File: config.mk
export PLATFORM = sky130hd
export DESIGN_NAME = fir_ctrl
export DESIGN_NICKNAME = d
export VERILOG_FILES = /design/src/rtl/fir_pkg.sv /design/src/rtl/fir_coeff_bank.sv /design/src/rtl/fir_ctrl.sv
export SDC_FILE = /design/constraint.sdc
export NUM_CORES = 1
export LEC_CHECK = 0
export CORE_MARGIN = 10
export CORE_UTILIZATION = 45
export DETAILED_ROUTE_END_ITERATION = 16
export PLACE_DENSITY = 0.69
export RECOVER_POWER = 25
export SLEW_MARGIN = 20
export SYNTH_ARGS = -nofsm -noshare
export SYNTH_HDL_FRONTEND = slang
export SYNTH_SLANG_ARGS = --single-unit
File: constraint.sdc
create_clock -name i_clk -period 3.3 [get_ports i_clk]
set_input_delay 0.825 -clock i_clk [delete_from_list [all_inputs] [get_ports i_clk]]
set_output_delay 0.825 -clock i_clk [all_outputs]
set_load 0.03 [all_outputs]
File: src/rtl/fir_pkg.sv
// Shared defaults, FSM state encoding and counter sizing for the FIR
// controller and its coefficient bank.
package fir_pkg;

    localparam int DEF_N_TAPS   = 8;
    localparam int DEF_COEFF_W  = 3;
    localparam int DEF_SAMPLE_W = 3;

    // Write index and flush counter must be able to hold the value N_TAPS.
    function automatic int cnt_width(input int n_taps);
        return $clog2(n_taps + 1);
    endfunction

    localparam int DEF_CNT_W = $clog2(DEF_N_TAPS + 1);

    typedef enum logic [1:0] {
        ST_LOAD,
        ST_COMMIT,
        ST_FLUSH,
        ST_RUN
    } state_e;

endpackage

File: src/rtl/fir_coeff_bank.sv
// Shadow/active coefficient register pair: beats land in the shadow bank,
// a commit strobe copies it to the active bank with zero-fill above the count.
module fir_coeff_bank
    import fir_pkg::*;
#(
    parameter int N_TAPS  = DEF_N_TAPS,
    parameter int COEFF_W = DEF_COEFF_W,
    parameter int CNT_W   = DEF_CNT_W
) (
    input  logic                        i_clk,
    input  logic                        i_rst,
    input  logic                        i_wr_en,
    input  logic [CNT_W-1:0]            i_wr_idx,
    input  logic [COEFF_W-1:0]          i_wr_data,
    input  logic                        i_commit,
    input  logic [CNT_W-1:0]            i_count,
    output logic [N_TAPS*COEFF_W-1:0]   o_coeffs
);

    logic [COEFF_W-1:0] shadow_q [N_TAPS];
    logic [COEFF_W-1:0] shadow_d [N_TAPS];
    logic [COEFF_W-1:0] active_q [N_TAPS];
    logic [COEFF_W-1:0] active_d [N_TAPS];

    // NOTE: every element gets its hold value before any condition, so no
    // path through this block leaves a variable unassigned (no latch).
    always_comb begin
        for (int k = 0; k < N_TAPS; k++) begin
            shadow_d[k] = shadow_q[k];
            active_d[k] = active_q[k];
            if (i_commit) begin
                active_d[k] = (CNT_W'(k) < i_count) ? shadow_q[k] : '0;
                shadow_d[k] = '0;
            end else if (i_wr_en && (i_wr_idx == CNT_W'(k))) begin
                shadow_d[k] = i_wr_data;
            end
        end
    end

    // NOTE: both banks are reset explicitly; a partial set must never leak
    // into a later commit, and the filter must see zero taps after reset.
    always_ff @(posedge i_clk) begin
        if (i_rst) begin
            for (int k = 0; k < N_TAPS; k++) begin
                shadow_q[k] <= '0;
                active_q[k] <= '0;
            end
        end else begin
            for (int k = 0; k < N_TAPS; k++) begin
                shadow_q[k] <= shadow_d[k];
                active_q[k] <= active_d[k];
            end
        end
    end

    always_comb begin
        o_coeffs = '0;
        for (int k = 0; k < N_TAPS; k++) begin
            o_coeffs[k*COEFF_W +: COEFF_W] = active_q[k];
        end
    end

endmodule

File: src/rtl/fir_ctrl.sv
// FIR sequencing controller: loads a coefficient set, commits it, flushes the
// delay line with zeros, then gates the sample stream into the filter.
module fir_ctrl
    import fir_pkg::*;
#(
    parameter int N_TAPS   = DEF_N_TAPS,
    parameter int COEFF_W  = DEF_COEFF_W,
    parameter int SAMPLE_W = DEF_SAMPLE_W
) (
    input  logic                        i_clk,
    input  logic                        i_rst,
    input  logic                        i_cfg_valid,
    output logic                        o_cfg_ready,
    input  logic [COEFF_W-1:0]          i_cfg_data,
    input  logic                        i_cfg_last,
    input  logic                        i_reload,
    input  logic [SAMPLE_W-1:0]         i_sample,
    input  logic                        i_sample_valid,
    output logic                        o_sample_ready,
    output logic [SAMPLE_W-1:0]         o_sample,
    output logic [N_TAPS*COEFF_W-1:0]   o_coeffs,
    output logic                        o_running
);

    localparam int                CNT_W    = cnt_width(N_TAPS);
    localparam logic [CNT_W-1:0]  LAST_IDX = CNT_W'(N_TAPS - 1);

    state_e               state_q, state_d;
    logic [CNT_W-1:0]     idx_q, idx_d;
    logic [CNT_W-1:0]     flush_q, flush_d;
    logic                 cfg_ready_q, cfg_ready_d;
    logic                 sample_ready_q, sample_ready_d;
    logic                 running_q, running_d;
    logic [SAMPLE_W-1:0]  sample_q, sample_d;

    logic                 cfg_fire;
    logic                 sample_fire;
    logic                 last_beat;
    logic                 commit;

    // Handshakes use the registered ready, so acceptance never depends
    // combinationally on the ready we are presenting.
    assign cfg_fire    = i_cfg_valid && cfg_ready_q && (state_q == ST_LOAD);
    assign sample_fire = i_sample_valid && sample_ready_q && (state_q == ST_RUN);
    assign last_beat   = cfg_fire && (i_cfg_last || (idx_q == LAST_IDX));
    assign commit      = (state_q == ST_COMMIT);

    // NOTE: sequential state uses non-blocking assignments so every register
    // samples the pre-edge values regardless of block ordering.
    always_ff @(posedge i_clk) begin
        if (i_rst) begin
            state_q <= ST_LOAD;
        end else begin
            state_q <= state_d;
        end
    end

    always_comb begin
        state_d = state_q;
        unique case (state_q)
            ST_LOAD:   if (last_beat) state_d = ST_COMMIT;
            ST_COMMIT: state_d = ST_FLUSH;
            ST_FLUSH:  if (flush_q == LAST_IDX) state_d = ST_RUN;
            ST_RUN:    if (i_reload) state_d = ST_LOAD;
            default:   state_d = ST_LOAD;
        endcase
    end

    // Registered outputs are derived from the next state so they line up
    // with the state they describe.
    always_comb begin
        cfg_ready_d    = (state_d == ST_LOAD);
        sample_ready_d = (state_d == ST_RUN);
        running_d      = (state_d == ST_RUN);
        sample_d       = sample_fire ? i_sample : '0;
    end

    always_comb begin
        idx_d = idx_q;
        if (commit) begin
            idx_d = '0;
        end else if (cfg_fire) begin
            idx_d = idx_q + CNT_W'(1);
        end
        flush_d = (state_q == ST_FLUSH) ? flush_q + CNT_W'(1) : '0;
    end

    always_ff @(posedge i_clk) begin
        if (i_rst) begin
            idx_q          <= '0;
            flush_q        <= '0;
            cfg_ready_q    <= 1'b0;
            sample_ready_q <= 1'b0;
            running_q      <= 1'b0;
            sample_q       <= '0;
        end else begin
            idx_q          <= idx_d;
            flush_q        <= flush_d;
            cfg_ready_q    <= cfg_ready_d;
            sample_ready_q <= sample_ready_d;
            running_q      <= running_d;
            sample_q       <= sample_d;
        end
    end

    fir_coeff_bank #(
        .N_TAPS  (N_TAPS),
        .COEFF_W (COEFF_W),
        .CNT_W   (CNT_W)
    ) u_bank (
        .i_clk     (i_clk),
        .i_rst     (i_rst),
        .i_wr_en   (cfg_fire),
        .i_wr_idx  (idx_q),
        .i_wr_data (i_cfg_data),
        .i_commit  (commit),
        .i_count   (idx_q),
        .o_coeffs  (o_coeffs)
    );

    assign o_cfg_ready    = cfg_ready_q;
    assign o_sample_ready = sample_ready_q;
    assign o_running      = running_q;
    assign o_sample       = sample_q;

endmodule

==> summary.md <==
| Metric | Value |
|---|---|
| Worst Setup End Kind | register |
| Multi-input logic area | between 1000 and 1500 sq um |
| Number of cells on the critical path | 4 |
| Number of buffers and inverters on the critical path | 2 |
| Die Wd | between 90 and 100 um |
| Wire per inst | 14.9 um |
| Antenna cells | 0 |
| Hold Violations, Final | 0 |
| Final GP Congestion | 0.807 |
| Synth Flop Type | dfxtp_1 |
| Fmax | 416 MHz |
| Status | finished, final reports clean |
| Top-area cell type share of the netlist area | between 50% and 60% |
| # Max-Cap Violations | 0 |
| Final Util | a little under 60% |
| Top-level I/O count | 42 |
| Nets@finish | around 300 |
| Clock Path Buffers | 2 |
| Height of the chip | roughly 95 um |
| Vias per cell | around 5.2 |
| EDFF count, synth | 0 |
| Peak supply drop | ~430 uV |
| Kind of cell adding the most delay to the critical path | buffers and inverters |
| CP arrival | about 2600 ps |
| Post-DRT Antenna Nets | 0 |
| Core box area | around 5500 sq um |
| Worst rel slew slack | 39.9% |
| Critical-path top delay cell | clkbuf_1 |
| Post-CTS Resized | 0 |
| First-pass detailed-route iteration total | 4 |
| Setup CP Type | in2reg |
| First DRT Iteration DRCs | roughly 130 |
| Met3 WL post-DR | approximately 330 um |
| Hold Path Class | reg2reg |
| Power density cells | between 500 and 600 nW/um^2 |
| Worst-path clk slew | roughly 70 ps |
| Register area | roughly 1300 sq um |
| Slew at the pin closest to its max-slew limit | approximately 900 ps |
| Design Power | between 1.5 and 2 mW |
| # port buffers | 41 |
| WL met1 | 2.48 mm |
| Hold path depth | 2 |
| Minimum clock period | between 2000 and 2500 ps |
| Yosys warning count | 0 |
| Post-synthesis cell area | around 2500 sq um |
| Most frequent cells after synthesis | 63 x dfxtp_1, 32 x nand3_1, 21 x mux2i_1 |
| Vias in the first global route | approximately 1,800 |
| Period utilization | 72.8% |
| Via count | roughly 1,900 |
| Mapped Nets | around 260 |
| Met2 WL | between 2 and 2.5 mm |
| HPWL after detailed placement | approximately 3.8 mm |
| Final WL | approximately 5.3 mm |
| Worst endpoint required time | approximately 3500 ps |
| Startpoint types | input port |
| Worst reg2reg path depth | 4 |
| CP peak stage delay | 700 ps |
| Pin count of the biggest net entering global routing | 24 |
| P_leak | 1.22 nW |
| Die Area | 8960 sq um |
| Root buffer cell | clkbuf_8 |
| FFs w/ async S/R, synth | 0% |
| Pins Over Slew Limit | 0 |
| #FFs+latches synth | between 60 and 70 |
| Top sig layer | met4 |
| Initial antenna violation count | 0 |
| First-pass GRT wire length | between 8 and 9 mm |
| Ranking of synthesized cells by area | dfxtp_1 50%, mux2i_1 8.4%, nand3_1 6.4%, a22o_1 6.3%, a21oi_1 3.0% |
| Area leader, netlist | dfxtp_1 |
| Initial Utilization | a little under half |
| Layout cells sized above 1 | 11.8% |
| Setup TNS | 0 ps |
| Total CTS buffers | 9 |
| GRT Util Overall | about an eighth |
| Hold Buf Count CTS | 0 |
| Residual DRC | 0 |
| H-tree depth | 3 |
| Final worst clock skew | 6.51 ps |
| Worst-Skew Late Latency | between 300 and 400 ps |
| GRT overflow | 0 |
| Syn avg cell area | between 10 and 15 sq um |
| Fill count | 501 |
| Most frequent cell after synthesis | dfxtp_1 |
| Crit path cell chain | dlygate4sd3_1 > clkbuf_1 > nor2_4 > a22o_1 |
| Row count | 27 |
| RSZ-0062 raised after global routing | no |
| CTS tree | yes |
| Post-CTS Setup Bufs | 0 |
| Area Growth Syn to Fin | 27.6% |
| Syn Inst Count | approximately 240 |
| Critical path peak fanout | 18 |
| Seq/Total Area, Yosys | 50.3% |
| # setup viols final | 0 |
| Post-synthesis cell type count | 40 |
| Clock sinks | 63 |
==> power by group <==
group	internal [mW]	leakage, nW	switching [mW]
clock	0.577	0.126	0.298
combinational	0.0280	0.584	0.0480
sequential	0.766	0.508	0.00634
total	1.37	1.22	0.352
==> per-layer routing <==
metal / vias up / track usage (%)
met2: 35 / 19.7
li1: 951 / -
met1: 872 / 15.7
met4: 0 / 4.11
met5: - / 0
met3: 7 / 5.55
==> path summary, 6_finish.rpt <==
path / slack, ps / start / end
min: 450 / u_bank.active_q[0][22] / u_bank.active_q[0][22]
max: 900 / i_rst / u_bank.active_q[0][5]
min reg2reg: 450 / u_bank.active_q[0][22] / u_bank.active_q[0][22]
max reg2reg: 1470 / state_q[0] / u_bank.active_q[0][18]
==> cell type report <==
cell class	instances	share of cell area, %
flip-flops and latches	63	39.4
inverters	5	0.586
multi-input cells	158	35.4
clock buffers	10	3.99
clock inverters	6	4.14
well taps	72	2.81
repair buffers	45	13.6
==> flip-flops by register name, summed over array words and instances (netlist names) <==
signal           count
u_bank.active_q     24
o_running            1
state_q              2
flush_q              4
o_sample             3
idx_q                4
o_cfg_ready          1
u_bank.shadow_q     24
==> kinds of logic after synthesis <==
logic type	share of synthesized area, %
compound gates	13.6
xor+xnor	0.698
fa+ha+maj	2.00
buf+inv	4.54
flops	50.3
mux	8.38
simple gates	20.5
==> layout by cell type, fill, tap and decap left out, types with 4 or more instances in the layout <==
master / count
dfxtp_1: 63
nor2b_1: 4
clkbuf_8: 9
o21ai_0: 6
clkdlybuf4s50_1: 40
mux2i_1: 21
a22o_1: 18
nand3_2: 6
inv_1: 4
nand3_1: 32
bufinv_16: 4
nand2_1: 12
a21oi_1: 15
ha_1: 4
nor2_1: 6
==> stage by stage <==
stage                     std cells  hold slack, ps  instance area (sq um)  worst slack [ps]
after floorplan                 241             418                   2510              1550
after global placement          343             432                   2940               860
after detailed placement        343             443                   2940               823
after CTS                       359             455                   3200              1070
after global routing            359             478                   3200               805
final                           359             449                   3200               896
==> worst reg2reg max path: stages, from the launching register on <==
cell and delay [ps]:
dfxtp_1 480, nand2b_1 380, buf_4 360, nor3_1 380
a22o_1 190
Power figures use the tool's default switching activity.
